[src/rtl/cdpga_out_seq_if.sv]
// -----------------------------------------------------------------------------
// cdpga_out_seq_if
// Hold handshake between a host/debug requester and the CDPGA-H output
// pattern sequencer. The requester raises hold_req with the value it wants
// on the pins; the sequencer answers with hold_ack once it has given up the
// bus, and keeps driving hold_val until hold_req drops.
//
// Signals:
//   hold_req  requester asks to own the pin bus
//   hold_val  WIDTH-bit value driven on the pins while held
//   hold_ack  sequencer has handed the bus to the requester
//
// Modports:
//   master  requester side (drives hold_req/hold_val, reads hold_ack)
//   slave   sequencer side (reads hold_req/hold_val, drives hold_ack)
// -----------------------------------------------------------------------------
interface cdpga_out_seq_if #(
    parameter int WIDTH = 20
);
    logic             hold_req;
    logic [WIDTH-1:0] hold_val;
    logic             hold_ack;

    modport master (output hold_req, output hold_val, input  hold_ack);
    modport slave  (input  hold_req, input  hold_val, output hold_ack);
endinterface

[src/rtl/cdpga_out_seq.sv]
// -----------------------------------------------------------------------------
// cdpga_out_seq
// Output-pattern scheduler for the 20-pin CDPGA-H test output bank. Steps the
// pin bus through walking-one, walking-zero, binary count and all-pin toggle,
// then repeats. A requester on the hold interface can pre-empt the sequence
// and drive a static value; the sequence resumes at the exact step and
// prescaler phase it was interrupted at. All outputs are registered.
//
// Ports:
//   clk        system clock (board domain, 25 MHz)
//   rst_n      synchronous reset, active low
//   en         sequencer enable, level sensitive, highest priority
//   hold_bus   hold handshake (slave side): hold_req, hold_val, hold_ack
//   out        WIDTH-bit pin bus
//   mode       current state: IDLE=0 WALK1=1 WALK0=2 COUNT=3 TOGGLE=4 HOLD=5
//   tick       one-cycle strobe on every pattern step
//   pass_done  one-cycle pulse when a full pass wraps back to WALK1
// -----------------------------------------------------------------------------
module cdpga_out_seq #(
    parameter int WIDTH        = 20,
    parameter int DIV          = 25000,
    parameter int COUNT_STEPS  = 256,
    parameter int TOGGLE_STEPS = 4
) (
    input  logic               clk,
    input  logic               rst_n,
    input  logic               en,
    cdpga_out_seq_if.slave     hold_bus,
    output logic [WIDTH-1:0]   out,
    output logic [2:0]         mode,
    output logic               tick,
    output logic               pass_done
);

    typedef enum logic [2:0] {
        IDLE   = 3'd0,
        WALK1  = 3'd1,
        WALK0  = 3'd2,
        COUNT  = 3'd3,
        TOGGLE = 3'd4,
        HOLD   = 3'd5
    } state_e;

    // The step counter must hold the largest per-state step index.
    localparam int STEP_MAX_A = (WIDTH > COUNT_STEPS) ? WIDTH : COUNT_STEPS;
    localparam int STEP_MAX   = (STEP_MAX_A > TOGGLE_STEPS) ? STEP_MAX_A : TOGGLE_STEPS;
    localparam int STEP_W     = (STEP_MAX > 2) ? $clog2(STEP_MAX) : 1;
    localparam int PRESC_W    = 24;
    localparam logic [PRESC_W-1:0] PRESC_LAST = PRESC_W'(DIV - 1);

    state_e              state_q, state_d;
    state_e              saved_state_q, saved_state_d;
    logic [STEP_W-1:0]   step_q, step_d;
    logic [PRESC_W-1:0]  presc_q, presc_d;
    logic [WIDTH-1:0]    out_q, out_d;
    logic                tick_q, tick_d;
    logic                pass_done_q, pass_done_d;
    logic                hold_ack_q, hold_ack_d;

    // Final step index of each pattern state.
    function automatic logic [STEP_W-1:0] last_step(input state_e s);
        case (s)
            WALK1, WALK0: last_step = STEP_W'(WIDTH - 1);
            COUNT:        last_step = STEP_W'(COUNT_STEPS - 1);
            default:      last_step = STEP_W'(TOGGLE_STEPS - 1);
        endcase
    endfunction

    // Pattern order within one pass; TOGGLE wraps back to WALK1.
    function automatic state_e next_pattern(input state_e s);
        case (s)
            WALK1:   next_pattern = WALK0;
            WALK0:   next_pattern = COUNT;
            COUNT:   next_pattern = TOGGLE;
            default: next_pattern = WALK1;
        endcase
    endfunction

    // Pin value for a pattern state at a given step.
    function automatic logic [WIDTH-1:0] pattern(input state_e s, input logic [STEP_W-1:0] st);
        case (s)
            WALK1:   pattern = WIDTH'(1) << st;
            WALK0:   pattern = ~(WIDTH'(1) << st);
            COUNT:   pattern = WIDTH'(st);
            TOGGLE:  pattern = {WIDTH{st[0]}};
            default: pattern = '0;
        endcase
    endfunction

    // NOTE: every always_comb output is given a default first so that no
    // path leaves a signal unassigned and infers a latch.
    always_comb begin
        state_d       = state_q;
        saved_state_d = saved_state_q;
        step_d        = step_q;
        presc_d       = presc_q;
        tick_d        = 1'b0;
        pass_done_d   = 1'b0;
        hold_ack_d    = 1'b0;

        if (state_q == IDLE) begin
            // Prescaler and step sit at zero so enabling always starts a fresh pass.
            step_d  = '0;
            presc_d = '0;
            if (en) begin
                state_d = WALK1;
            end
        end else if (!en) begin
            state_d = IDLE;
            step_d  = '0;
            presc_d = '0;
        end else if (state_q == HOLD) begin
            // step_q and presc_q stay frozen; they are the saved context.
            if (hold_bus.hold_req) begin
                hold_ack_d = 1'b1;
            end else begin
                state_d = saved_state_q;
            end
        end else if (hold_bus.hold_req) begin
            // Hold beats a coinciding tick: no step advance, no strobe.
            saved_state_d = state_q;
            state_d       = HOLD;
            hold_ack_d    = 1'b1;
        end else if (presc_q == PRESC_LAST) begin
            presc_d = '0;
            tick_d  = 1'b1;
            if (step_q == last_step(state_q)) begin
                step_d      = '0;
                state_d     = next_pattern(state_q);
                pass_done_d = (state_q == TOGGLE);
            end else begin
                step_d = step_q + STEP_W'(1);
            end
        end else begin
            presc_d = presc_q + PRESC_W'(1);
        end

        // The pin value follows the next state directly, so it changes on the
        // same edge as the transition.
        case (state_d)
            IDLE:    out_d = '0;
            HOLD:    out_d = hold_bus.hold_val;
            default: out_d = pattern(state_d, step_d);
        endcase
    end

    // NOTE: sequential state uses non-blocking assignments so every register
    // samples the pre-edge values regardless of statement order.
    always_ff @(posedge clk) begin
        if (!rst_n) begin
            state_q       <= IDLE;
            saved_state_q <= IDLE;
            step_q        <= '0;
            presc_q       <= '0;
            out_q         <= '0;
            tick_q        <= 1'b0;
            pass_done_q   <= 1'b0;
            hold_ack_q    <= 1'b0;
        end else begin
            state_q       <= state_d;
            saved_state_q <= saved_state_d;
            step_q        <= step_d;
            presc_q       <= presc_d;
            out_q         <= out_d;
            tick_q        <= tick_d;
            pass_done_q   <= pass_done_d;
            hold_ack_q    <= hold_ack_d;
        end
    end

    assign out               = out_q;
    assign mode              = 3'(state_q);
    assign tick              = tick_q;
    assign pass_done         = pass_done_q;
    assign hold_bus.hold_ack = hold_ack_q;

endmodule
[src/flat_wrapper.sv]
// flat-port wrapper written by rule: the top's interface ports become plain ports
module cdpga_out_seq_flat 
#(
    parameter int WIDTH        = 20,
    parameter int DIV          = 25000,
    parameter int COUNT_STEPS  = 256,
    parameter int TOGGLE_STEPS = 4
)
  (clk, rst_n, en, out, mode, tick, pass_done, hold_bus_hold_req, hold_bus_hold_val, hold_bus_hold_ack);
  cdpga_out_seq_if #(.WIDTH(WIDTH)) hold_bus_i ();
  input  logic clk;
  input  logic rst_n;
  input  logic en;
  output logic [WIDTH-1:0] out;
  output logic [2:0] mode;
  output logic tick;
  output logic pass_done;
  input wire logic [$bits(hold_bus_i.hold_req)-1:0] hold_bus_hold_req;
  input wire logic [$bits(hold_bus_i.hold_val)-1:0] hold_bus_hold_val;
  output wire logic [$bits(hold_bus_i.hold_ack)-1:0] hold_bus_hold_ack;
  assign hold_bus_i.hold_req = hold_bus_hold_req;
  assign hold_bus_i.hold_val = hold_bus_hold_val;
  assign hold_bus_hold_ack = hold_bus_i.hold_ack;
  cdpga_out_seq #(.WIDTH(WIDTH), .DIV(DIV), .COUNT_STEPS(COUNT_STEPS), .TOGGLE_STEPS(TOGGLE_STEPS)) u_core (.clk(clk), .rst_n(rst_n), .en(en), .hold_bus(hold_bus_i), .out(out), .mode(mode), .tick(tick), .pass_done(pass_done));
endmodule
[config.mk]
export PLATFORM = sky130hd
export DESIGN_NAME = cdpga_out_seq_flat
export DESIGN_NICKNAME = d
export VERILOG_FILES = /design/src/rtl/cdpga_out_seq_if.sv /design/src/rtl/cdpga_out_seq.sv /design/src/flat_wrapper.sv
export SDC_FILE = /design/constraint.sdc
export NUM_CORES = 1
export LEC_CHECK = 0
export ABC_AREA = 1
export CAP_MARGIN = 15
export CORE_UTILIZATION = 25
export DETAILED_ROUTE_END_ITERATION = 16
export DONT_BUFFER_PORTS = 1
export GPL_TIMING_DRIVEN = 0
export PLACE_DENSITY = 0.36
export SYNTH_ARGS = -nofsm -noshare
export SYNTH_HDL_FRONTEND = slang
export SYNTH_SLANG_ARGS = --single-unit
[constraint.sdc]
create_clock -name clk -period 7.1 [get_ports clk]
set_clock_uncertainty 0.15 [all_clocks]
set_input_delay 0.71 -clock clk [delete_from_list [all_inputs] [get_ports clk]]
set_output_delay 0.71 -clock clk [all_outputs]
set_load 0.1 [all_outputs]
==> metrics, run 1 <==
status=finished, final reports clean; core area=14800 sq um; endpoint class of the critical path=flip-flop; slew at the pin with the worst max-slew slack=1.13 ns; maxcap violations=0; Iter 0 DRT Violations=around 170; # placed instances=797; die area=between 15000 and 20000 sq um; fin worst setup slack=approximately 3.6 ns; RSZ-0062 raised after global routing=no; CTS max path bufs=2; post-synthesis simple-gate area fraction=48.5%; clk root buf=clkbuf_16; top-area cell type share of the netlist area=between 30% and 40%; final hold vios=0; DR WL/cell=13.7 microns; number of flops mapped to enable cells by yosys=0; Cells after Synth=613; xor/xnor share of the synthesized area=0.455%; antenna-violating nets left=0; Crit path arrival time=between 3 and 4 ns; Mapped Area=3850 sq um; fraction of registers with async set/reset=0%; Synthesized Nets=639; Num CTS Buffers=9; initial antenna violation count=0; global route total overflow=0; Area growth syn-to-layout=14.9%; Setup Crit Path Kind=reg2reg; slowest cell on the critical path=dfxtp_1; synth top area cells=dfxtp_1, nand2_1, nor2_1, nand3_1, inv_1; Fillers=approximately 1700; Max stage delay on crit path=0.95 ns; post-CTS setup buffers=0; CP Launch Type=flip-flop; row count=44; DP Wirelength=8410 microns; PortBufs=0; Critical Path RT=7.15 ns; share of layout cells above drive strength 1=14.0%; WHS=between 0.3 and 0.4 ns; CTS Hold Bufs=0; Yosys top cell by area=dfxtp_1; Die H=126 microns; post-synthesis compound-gate area fraction=around 6.4%; Finished Layout Cells=814; initial core utilization=26.1%; Final period util=49.1%; diode count=0; Chip Width=126 microns; total number of vias=3731; max_slew headroom=about a quarter; CTS tree=built; first-pass GRT wire length=18700 microns; CP Cell Sequence=buf_4 > nand2_1 > nor2_1 > nand3_1 > nand2_1 > nand3_1 > nand2_1 > nand3_1 > nand2_1 > nand2_1 > nand2_1 > inv_1 > buf_2 > nand3_1 > nand2_1 > inv_1 > nand3_1 > nor2_1 > nor2_1; Peak VDD IR=0.000108 V; DRT Pass-1 Iters=4; post-synthesis register bit count=61; Residual DRC=0; GRT Total Usage=~15%; Post-CTS Resized=0; Avg Synthesized Cell Area=6.28 sq um; worst-skew pair later-pin latency=0.34 ns; Post-synth top cells=nand2_1, nor2_1, inv_1; IO Pins=50; nets=about 650; Final Setup Violations=0; Peak Freq=approximately 0.29 GHz; post-place setup slack=3.45 ns; Worst-path clk slew=0.05 ns; Max Fanout on Critical Path=10; Final TNS setup=0 ns; most frequent cell after synthesis=nand2_1; Synth warnings=0; vias in the first global route=3661; most frequent CP cell=nand2_1; Period minus WS final=3.48 ns; CTS sink count=61; pin count of the biggest net entering global routing=12; Main synth FF type=dfxtp_1; Cell variety after synth=38; multiplexer share of the synthesized area=0%; Routed WL=11200 microns; vias per cell=~4.6; P_leak=1.87 nW; largest family of logic cells by synthesized area=simple AND/OR/NAND/NOR gates; Final Max Slew Viols=0; register area share after synthesis=31.7%; PwrDens=198 nW/um^2; Synth Area in Adders=0.650%; Hold Path Class=reg2reg; CTS H-tree lvls=3; gp weighted congestion=approximately 0.8
[layout by cell type, fill, tap and decap left out, types with 2 or more instances in the layout]
cell,netlist,layout
nand2_1,123,123
nor2_1,116,116
inv_1,75,75
nand3_1,72,72
dfxtp_1,61,61
nand4_1,28,28
a21oi_1,19,19
nor2_2,12,12
o21ai_0,12,12
inv_2,11,11
nand3_2,11,11
clkbuf_16,0,9
nor3_1,8,8
buf_2,8,8
clkinv_1,7,7
nand2_2,7,7
clkbuf_1,4,5
nor2_4,5,5
buf_6,4,4
o21ai_1,4,4
clkinv_2,1,3
o21a_1,3,3
buf_4,2,2
nand2_4,2,2
xor2_1,2,2
or2_2,2,2
ha_1,2,2
clkinv_4,0,2
bufinv_16,0,2
[power breakdown]
| part | internal (mW) | switching, mW |
|---|---|---|
| Clock | 0.307 | 0.171 |
| Sequential | 0.345 | 0.0129 |
| Combinational | 0.0101 | 0.0280 |
| Total | 0.662 | 0.212 |
[critical path, delay by kind of cell (launching register included)]
family,cells,cell delay (ns)
simple gates,15,1.48
flops,1,0.95
buf+inv,4,0.75
[routing by layer]
| metal | GRT usage, % | wire length [microns] | share of wire (%) | vias to the layer above |
|---|---|---|---|---|
| met2 | 25.1 | 5220 | 47 | 60 |
| met4 | 5.81 | 155 | 1.4 | 0 |
| met1 | 19.1 | 5400 | 48 | 1673 |
| met3 | 3.48 | 394 | 3.5 | 10 |
| li1 | - | - | - | 1988 |
| met5 | 0 | 0 | 0 | - |
[through the flow]
step | power [mW] | utilization, % | instance area [sq um]
2_1_floorplan | 0.392 | - | 3850
3_3_place_gp | 0.404 | 27.7 | 4080
3_5_place_dp | 0.404 | 27.7 | 4080
4_1_cts | 0.894 | 29.8 | 4400
5_1_grt | 0.916 | 30.0 | 4430
6_report | 0.874 | 30.0 | 4430
[cell type report]
type / instances / area [sq um] / area share (%)
clock inverter: 6 / 87.6 / 1.98
tap: 184 / 230 / 5.20
inverter: 95 / 360 / 8.14
multi-input combinational: 439 / 2150 / 48.7
sequential: 61 / 1220 / 27.6
clock buffer: 10 / 229 / 5.17
timing repair buffer: 1 / 27.5 / 0.622
buffer: 18 / 115 / 2.60
[worst paths after layout]
| check | from | end | slack, ns | depth (start not counted) |
|---|---|---|---|---|
| max | u_core.mode[0]$_SDFF_PN0_ | u_core.out[6]$_SDFF_PN0_ | 3.62 | 19 |
| min | u_core.saved_state_q[1]$_SDFFE_PN0P_ | u_core.saved_state_q[1]$_SDFFE_PN0P_ | 0.31 | 2 |
| max reg2reg | u_core.mode[0]$_SDFF_PN0_ | u_core.out[6]$_SDFF_PN0_ | 3.62 | 19 |
| min reg2reg | u_core.saved_state_q[1]$_SDFFE_PN0P_ | u_core.saved_state_q[1]$_SDFFE_PN0P_ | 0.31 | 2 |
[logic make-up (layout without fill, tap and decap cells)]
kind of cell | count (synthesis) | after routing
AOI/OAI and AO/OA | 43 | 43
xor gates and xnor gates | 2 | 2
adders and majority gates | 2 | 2
buffers and inverters | 113 | 130
DFF | 61 | 61
and+or+nand+nor | 392 | 392
[flip-flops by register name, summed over array words and instances, names as in the netlist]
signal,count
u_core.pass_done,1
u_core.mode,3
u_core.hold_bus.hold_ack,1
u_core.presc_q,24
u_core.saved_state_q,3
u_core.out,20
u_core.tick,1
u_core.step_q,8
(Power assumes the default switching activity.)
==> run 2, diff against run 1 <==
--- a/config.mk
+++ b/config.mk
@@ -11,7 +11,7 @@
 export DETAILED_ROUTE_END_ITERATION = 16
 export DONT_BUFFER_PORTS = 1
 export GPL_TIMING_DRIVEN = 0
-export PLACE_DENSITY = 0.36
+export PLACE_DENSITY = 0.38
 export SYNTH_ARGS = -nofsm -noshare
 export SYNTH_HDL_FRONTEND = slang
 export SYNTH_SLANG_ARGS = --single-unit
==> constraint.sdc (replaced) <==
create_clock -name clk -period 3.05 [get_ports clk]
set_clock_uncertainty 0.15 [all_clocks]
set_input_delay 0.305 -clock clk [delete_from_list [all_inputs] [get_ports clk]]
set_output_delay 0.305 -clock clk [all_outputs]
set_load 0.1 [all_outputs]
==> run 2 against run 1 <==
Against the previous run:
- die area stayed put
- the flow now finishes with violations (hold timing)
- clock power is 97% higher
- sequential power is 130% higher
- non-clock buffer count is 3 higher
- largest power group unchanged
- fmax is 23% higher
- critical endpoint is now u_core.out[17]$_SDFF_PN0_
- highest routed layer unchanged
- via count is 1.1% higher
- final area is 0.34% higher
- first-iteration DRC count is 17% higher
- count of clock-buffer cells in the layout is 2 higher
==> metrics, run 2 (synthesis results as in run 1) <==
Hold Path Class=in2reg; WHS=-0.00224 ns; first-pass GRT wire length=18200 microns; Worst-path clk slew=0.05 ns; worst hold stages=2; Critical Path RT=3.11 ns; DR WL/cell=about 13 microns; DRT Pass-1 Iters=4; gp weighted congestion=0.822; Peak Freq=0.353 GHz; # placed instances=797; failing checks=hold timing; CP Cell Sequence=buf_6 > nand2_1 > nor2_1 > nand3_1 > nand2_1 > nand2_2 > nand3_1 > nand2_1 > nand2_1 > nand4_1 > nor2_4 > nand2_1 > nand2_1 > nand3_1 > nor2_1 > nor2_1; total number of vias=3772; reg-to-reg slack, setup=between 0.2 and 0.25 ns; maxcap violations=0; Routed WL=11000 microns; CP Launch Type=flip-flop; IO Pins=50; worst flop-to-flop path endpoint=u_core.out[17]$_SDFF_PN0_; CTS tree=built; status=complete, but fails checks; worst-skew pair later-pin latency=0.34 ns; worst-case reg-to-reg path depth=16; Setup Crit Path Kind=reg2reg; Final TNS setup=0 ns; most common cell after layout, fill and taps aside=nand2_1; row count=44; commonest non-fill, non-tap cells in the layout=nand2_1, nor2_1, inv_1, nand3_1, dfxtp_1; initial antenna violation count=0; Crit path arrival time=2.89 ns; FF-to-FF Start=u_core.mode[0]$_SDFF_PN0_; antenna-violating nets left=0; Area growth syn-to-layout=15.3%; pin count of the biggest net entering global routing=11; Final Max Slew Viols=0; endpoint class of the critical path=flip-flop; post-place instance area=~4100 sq um; GRT Total Usage=~15%; clk root buf=clkbuf_16; Max stage delay on crit path=approximately 0.53 ns; CTS H-tree lvls=3; CTS max path bufs=2; CP delay by family, top=simple AND/OR/NAND/NOR gates; max reg flops=24; core area=between 10000 and 15000 sq um; max_slew headroom=36.8%; diode count=0; hold path startpoint=en; vias per cell=between 4 and 5; Final Cell Area=4440 sq um; CTS Hold Bufs=0; Iter 0 DRT Violations=197; Peak VDD IR=between 0.0002 and 0.0003 V; Residual DRC=0; slew at the pin with the worst max-slew slack=approximately 0.95 ns; Num CTS Buffers=9; WHS Endpoint=u_core.mode[0]$_SDFF_PN0_; Final Setup Violations=0; P_leak=1.85 nW; Chip Width=126 microns; Max Fanout on Critical Path=8; CTS sink count=61; share of layout cells above drive strength 1=15.5%; slowest cell on the critical path=dfxtp_4; die area=15900 sq um; initial core utilization=26.1%; vias in the first global route=between 3000 and 4000; DP Wirelength=8370 microns; nets=approximately 650; final hold vios=1; Final period util=92.9%; Buf/Inv on CP=1; PwrDens=420 nW/um^2; Largest Register=u_core.presc_q; most frequent CP cell=nand2_1; Period minus WS final=2.83 ns; global route total overflow=0; Finished Layout Cells=815; PortBufs=0; RSZ-0062 raised after global routing=no; Die H=126 microns
## run 2: area by class of cell
type | instances | area (sq um)
Inverter | 95 | 363
Sequential cell | 61 | 1230
Fill cell | 1658 | 10300
Multi-Input combinational cell | 439 | 2200
Clock buffer | 12 | 256
Tap cell | 184 | 230
Buffer | 18 | 120
Clock inverter | 2 | 10.0
Timing Repair Buffer | 4 | 30.0
## run 2: how the worst max path moves through the flow
stage                                    from                              end  cells after the start
2_1_floorplan       u_core.mode[0]$_SDFF_PN0_        u_core.out[17]$_SDFF_PN0_                     18
3_3_place_gp        u_core.mode[0]$_SDFF_PN0_  u_core.presc_q[13]$_SDFFE_PP0P_                     12
3_5_place_dp        u_core.mode[0]$_SDFF_PN0_        u_core.out[17]$_SDFF_PN0_                     15
4_1_cts             u_core.mode[0]$_SDFF_PN0_         u_core.out[7]$_SDFF_PN0_                     19
5_1_grt        u_core.presc_q[0]$_SDFFE_PP0P_         u_core.out[7]$_SDFF_PN0_                     17
6_report            u_core.mode[0]$_SDFF_PN0_        u_core.out[17]$_SDFF_PN0_                     16
## run 2: metrics by stage
step | utilization, % | setup slack (ns) | power [mW]
6_report | 30.1 | 0.217 | 1.87
3_5_place_dp | 27.7 | -0.580 | 0.940
4_1_cts | 29.6 | 0.0851 | 1.90
5_1_grt | 30.1 | 0.00442 | 1.95
2_1_floorplan | - | 0.0340 | 0.913
3_3_place_gp | 27.7 | -0.610 | 0.940
## run 2: timing repair
| item | 4_1_cts | 5_1_grt |
|---|---|---|
| resized for setup | 8 | 11 |
| setup endpoints to repair | 43 | 23 |
| buffers inserted | 0 | 4 |
| pin swaps | 0 | 3 |
## run 2: worst reg2reg max path, cell delays in order, from the launching register on
cell	delay, ns
dfxtp_4	0.53
buf_6	0.18
nand2_1	0.07
nor2_1	0.17
nand3_1	0.09
nand2_1	0.15
nand2_2	0.11
nand3_1	0.10
nand2_1	0.05
nand2_1	0.24
nand4_1	0.25
nor2_4	0.21
nand2_1	0.07
nand2_1	0.06
nand3_1	0.12
nor2_1	0.12
nor2_1	0.05
## run 2: report_power, final
| group | leakage, nW | internal (mW) | switching, mW |
|---|---|---|---|
| clock network | 0.134 | 0.581 | 0.362 |
| logic | 1.23 | 0.0243 | 0.0647 |
| registers | 0.494 | 0.802 | 0.0322 |
| total | 1.85 | 1.41 | 0.459 |
## run 2: per-layer routing
| metal | wire length (microns) | global-route usage, % |
|---|---|---|
| met5 | 0 | 0 |
| met4 | 228 | 7.30 |
| met3 | 227 | 2.76 |
| met2 | 5270 | 24.8 |
| met1 | 5250 | 18.2 |
==> run 3, diff against run 2 <==
--- a/config.mk
+++ b/config.mk
@@ -7,11 +7,11 @@
 export LEC_CHECK = 0
 export ABC_AREA = 1
 export CAP_MARGIN = 15
-export CORE_UTILIZATION = 25
+export CORE_UTILIZATION = 58
 export DETAILED_ROUTE_END_ITERATION = 16
 export DONT_BUFFER_PORTS = 1
 export GPL_TIMING_DRIVEN = 0
-export PLACE_DENSITY = 0.38
+export PLACE_DENSITY = 0.74
 export SYNTH_ARGS = -nofsm -noshare
 export SYNTH_HDL_FRONTEND = slang
 export SYNTH_SLANG_ARGS = --single-unit
==> run 3 against run 2 <==
Against the previous run:
- the run now ends clean
- setup slack got worse by 0.044 ns
- non-clock buffer count is 4 lower
- die area fell by 56%
- total power shrank 12%
- clock power shrank 24%
- utilization grew 35 points
- hold slack better by 0.047 ns
- wire length fell by 16%
- sequential cell count unchanged
- critical path depth unchanged
- sequential share of layout area grew 1.9 points
- combinational power fell by 6.0%
- critical path type unchanged
- largest cell class unchanged
- largest power group is now sequential cells
==> metrics, run 3 (synthesis results as in run 1) <==
die area=6970 sq um; Setup Crit Path Kind=reg2reg; vias per cell=~5.5; Met2 Routed Length=4080 microns; antenna-violating nets left=0; RSZ-0062 raised after global routing=yes; Peak Freq=0.348 GHz; row count=29; GRT Total Usage=roughly 28%; commonest non-fill, non-tap cells in the layout=nand2_1, nor2_1, inv_1, nand3_1, dfxtp_1; clk root buf=clkbuf_8; Peak VDD IR=0.000247 V; Max stage delay on crit path=around 0.37 ns; worst-skew pair later-pin latency=0.35 ns; Max Fanout on Critical Path=7; Comb pwr share=around 5%; first-pass GRT wire length=16000 microns; CTS H-tree lvls=3; post-place instance area=3950 sq um; most common cell after layout, fill and taps aside=nand2_1; Final Max Slew Viols=0; Final Cell Area=just over 4000 sq um; Critical Path RT=3.11 ns; Chip Width=83.5 microns; Final period util=between 90% and 100%; initial core utilization=60.3%; global route total overflow=0; Area growth syn-to-layout=7.99%; slew at the pin with the worst max-slew slack=about 0.96 ns; Finished Layout Cells=705; clock share of power=44.1%; Crit path arrival time=2.94 ns; endpoint class of the critical path=flip-flop; P_leak=about 1.8 nW; CTS sink count=61; PortBufs=0; footprint of the multi-input gates=2160 sq um; DP Wirelength=6820 microns; Sw Share=24.2%; status=finished, final reports clean; met3 wire len=about 550 microns; Worst-path clk slew=0.07 ns; initial antenna violation count=0; CTS Hold Bufs=0; maxcap violations=0; most frequent CP cell=nand2_1; CTS tree=built; Die H=83.5 microns; vias in the first global route=3601; uppermost layer routed=met4; diode count=0; Seq. cell area=1230 sq um; final hold vios=0; Net Sw Power=0.396 mW; pin count of the biggest net entering global routing=11; Fillers=581; DR WL/cell=13.1 microns; Num CTS Buffers=9; CP Cell Sequence=ha_1 > nand2_1 > inv_1 > nand2_1 > nor2_4 > nand4_2 > nand2_1 > nand3_2 > inv_2 > nand3_1 > nor2_2 > nand3_1 > nand2_1 > nand3_1 > nor2_1 > nor2_1; max_slew headroom=between 30% and 40%; PwrDens=394 nW/um^2; Final Setup Violations=0; DRT Pass-1 Iters=5; Iter 0 DRT Violations=roughly 300; P_int=1.24 mW; nets=650; gp weighted congestion=around 0.94; CTS max path bufs=2; sequential share of power=50.8%; Period minus WS final=2.88 ns; share of layout cells above drive strength 1=14.3%; CP Launch Type=flip-flop; Hold Path Class=in2reg; Met1 Wirelength=about 4500 microns; slowest cell on the critical path=dfxtp_1; max reg flops=24; IO Pins=50; Residual DRC=0; # placed instances=690; Largest Register=u_core.presc_q; total number of vias=3879; core area=6390 sq um; final core occ=65.1%; Routed WL=a little over 9000 microns; total power=roughly 1.6 mW
## run 3: cell types whose count changed in the layout (fill, tap and decap cells not counted), moves of 2 or more
cell,change
nor2_4,-3
clkbuf_16,-9
nor2_2,+2
clkbuf_1,+2
clkinv_2,-2
buf_4,-4
clkbuf_8,+9
## run 3: power groups by stage
stage | combinational (mW) | sequential [mW] | clock (mW)
finish | 0.0837 | 0.833 | 0.722
global route | 0.0943 | 0.833 | 0.763
CTS | 0.0822 | 0.834 | 0.733
detailed placement | 0.0816 | 0.852 | 0
global placement | 0.0805 | 0.852 | 0
floorplan | 0.0621 | 0.851 | 0
## run 3: area by class of cell
cell class / count / share of cell area [%]
Buffer: 18 / 2.89
Inverter: 95 / 8.66
Tap cell: 77 / 2.32
Sequential cell: 61 / 29.6
Clock inverter: 1 / 0.722
Multi-Input combinational cell: 439 / 51.9
Clock buffer: 14 / 3.91
## run 3: path summary, 6_finish.rpt
check | to | startpoint | cells past startpoint | slack, ns
worst max-delay path | u_core.out[7]$_SDFF_PN0_ | u_core.presc_q[0]$_SDFFE_PP0P_ | 16 | 0.17
worst min-delay path | u_core.hold_bus.hold_ack$_SDFF_PP0_ | hold_bus_hold_req | 2 | 0.05
worst max register to register | u_core.out[7]$_SDFF_PN0_ | u_core.presc_q[0]$_SDFFE_PP0P_ | 16 | 0.17
worst min register to register | u_core.saved_state_q[1]$_SDFFE_PN0P_ | u_core.saved_state_q[1]$_SDFFE_PN0P_ | 2 | 0.30
## run 3: worst max-delay path: cells and delay by family (launching register included)
kind                     cells  cell delay [ns]
buffers and inverters        2             0.22
flip-flops                   1             0.37
AND/OR/NAND/NOR             13             1.72
adder cells (fa/ha/maj)      1             0.25
## run 3: routing by layer
| metal | vias to the layer above | global-route usage [%] |
|---|---|---|
| met5 | - | 0 |
| met4 | 0 | 11.4 |
| met3 | 11 | 3.96 |
| met2 | 117 | 43.5 |
| met1 | 1772 | 39.9 |
| li1 | 1979 | - |
## run 3: repair_timing
action | 4_1_cts | 5_1_grt
buffers inserted | 0 | 0
gates resized for setup | 4 | 7
gates cloned | 0 | 0
setup endpoints to repair | 42 | 38
## run 3: stage by stage
step	hold slack, ns	setup TNS (ns)	setup WS [ns]
after CTS	0.0268	0	0.0484
after global routing	0.0639	-0.339	-0.0635
after floorplan	0.275	0	0.0340
after global placement	0.295	-10.49	-0.364
after detailed placement	0.297	-11.97	-0.428
final	0.0450	0	0.173
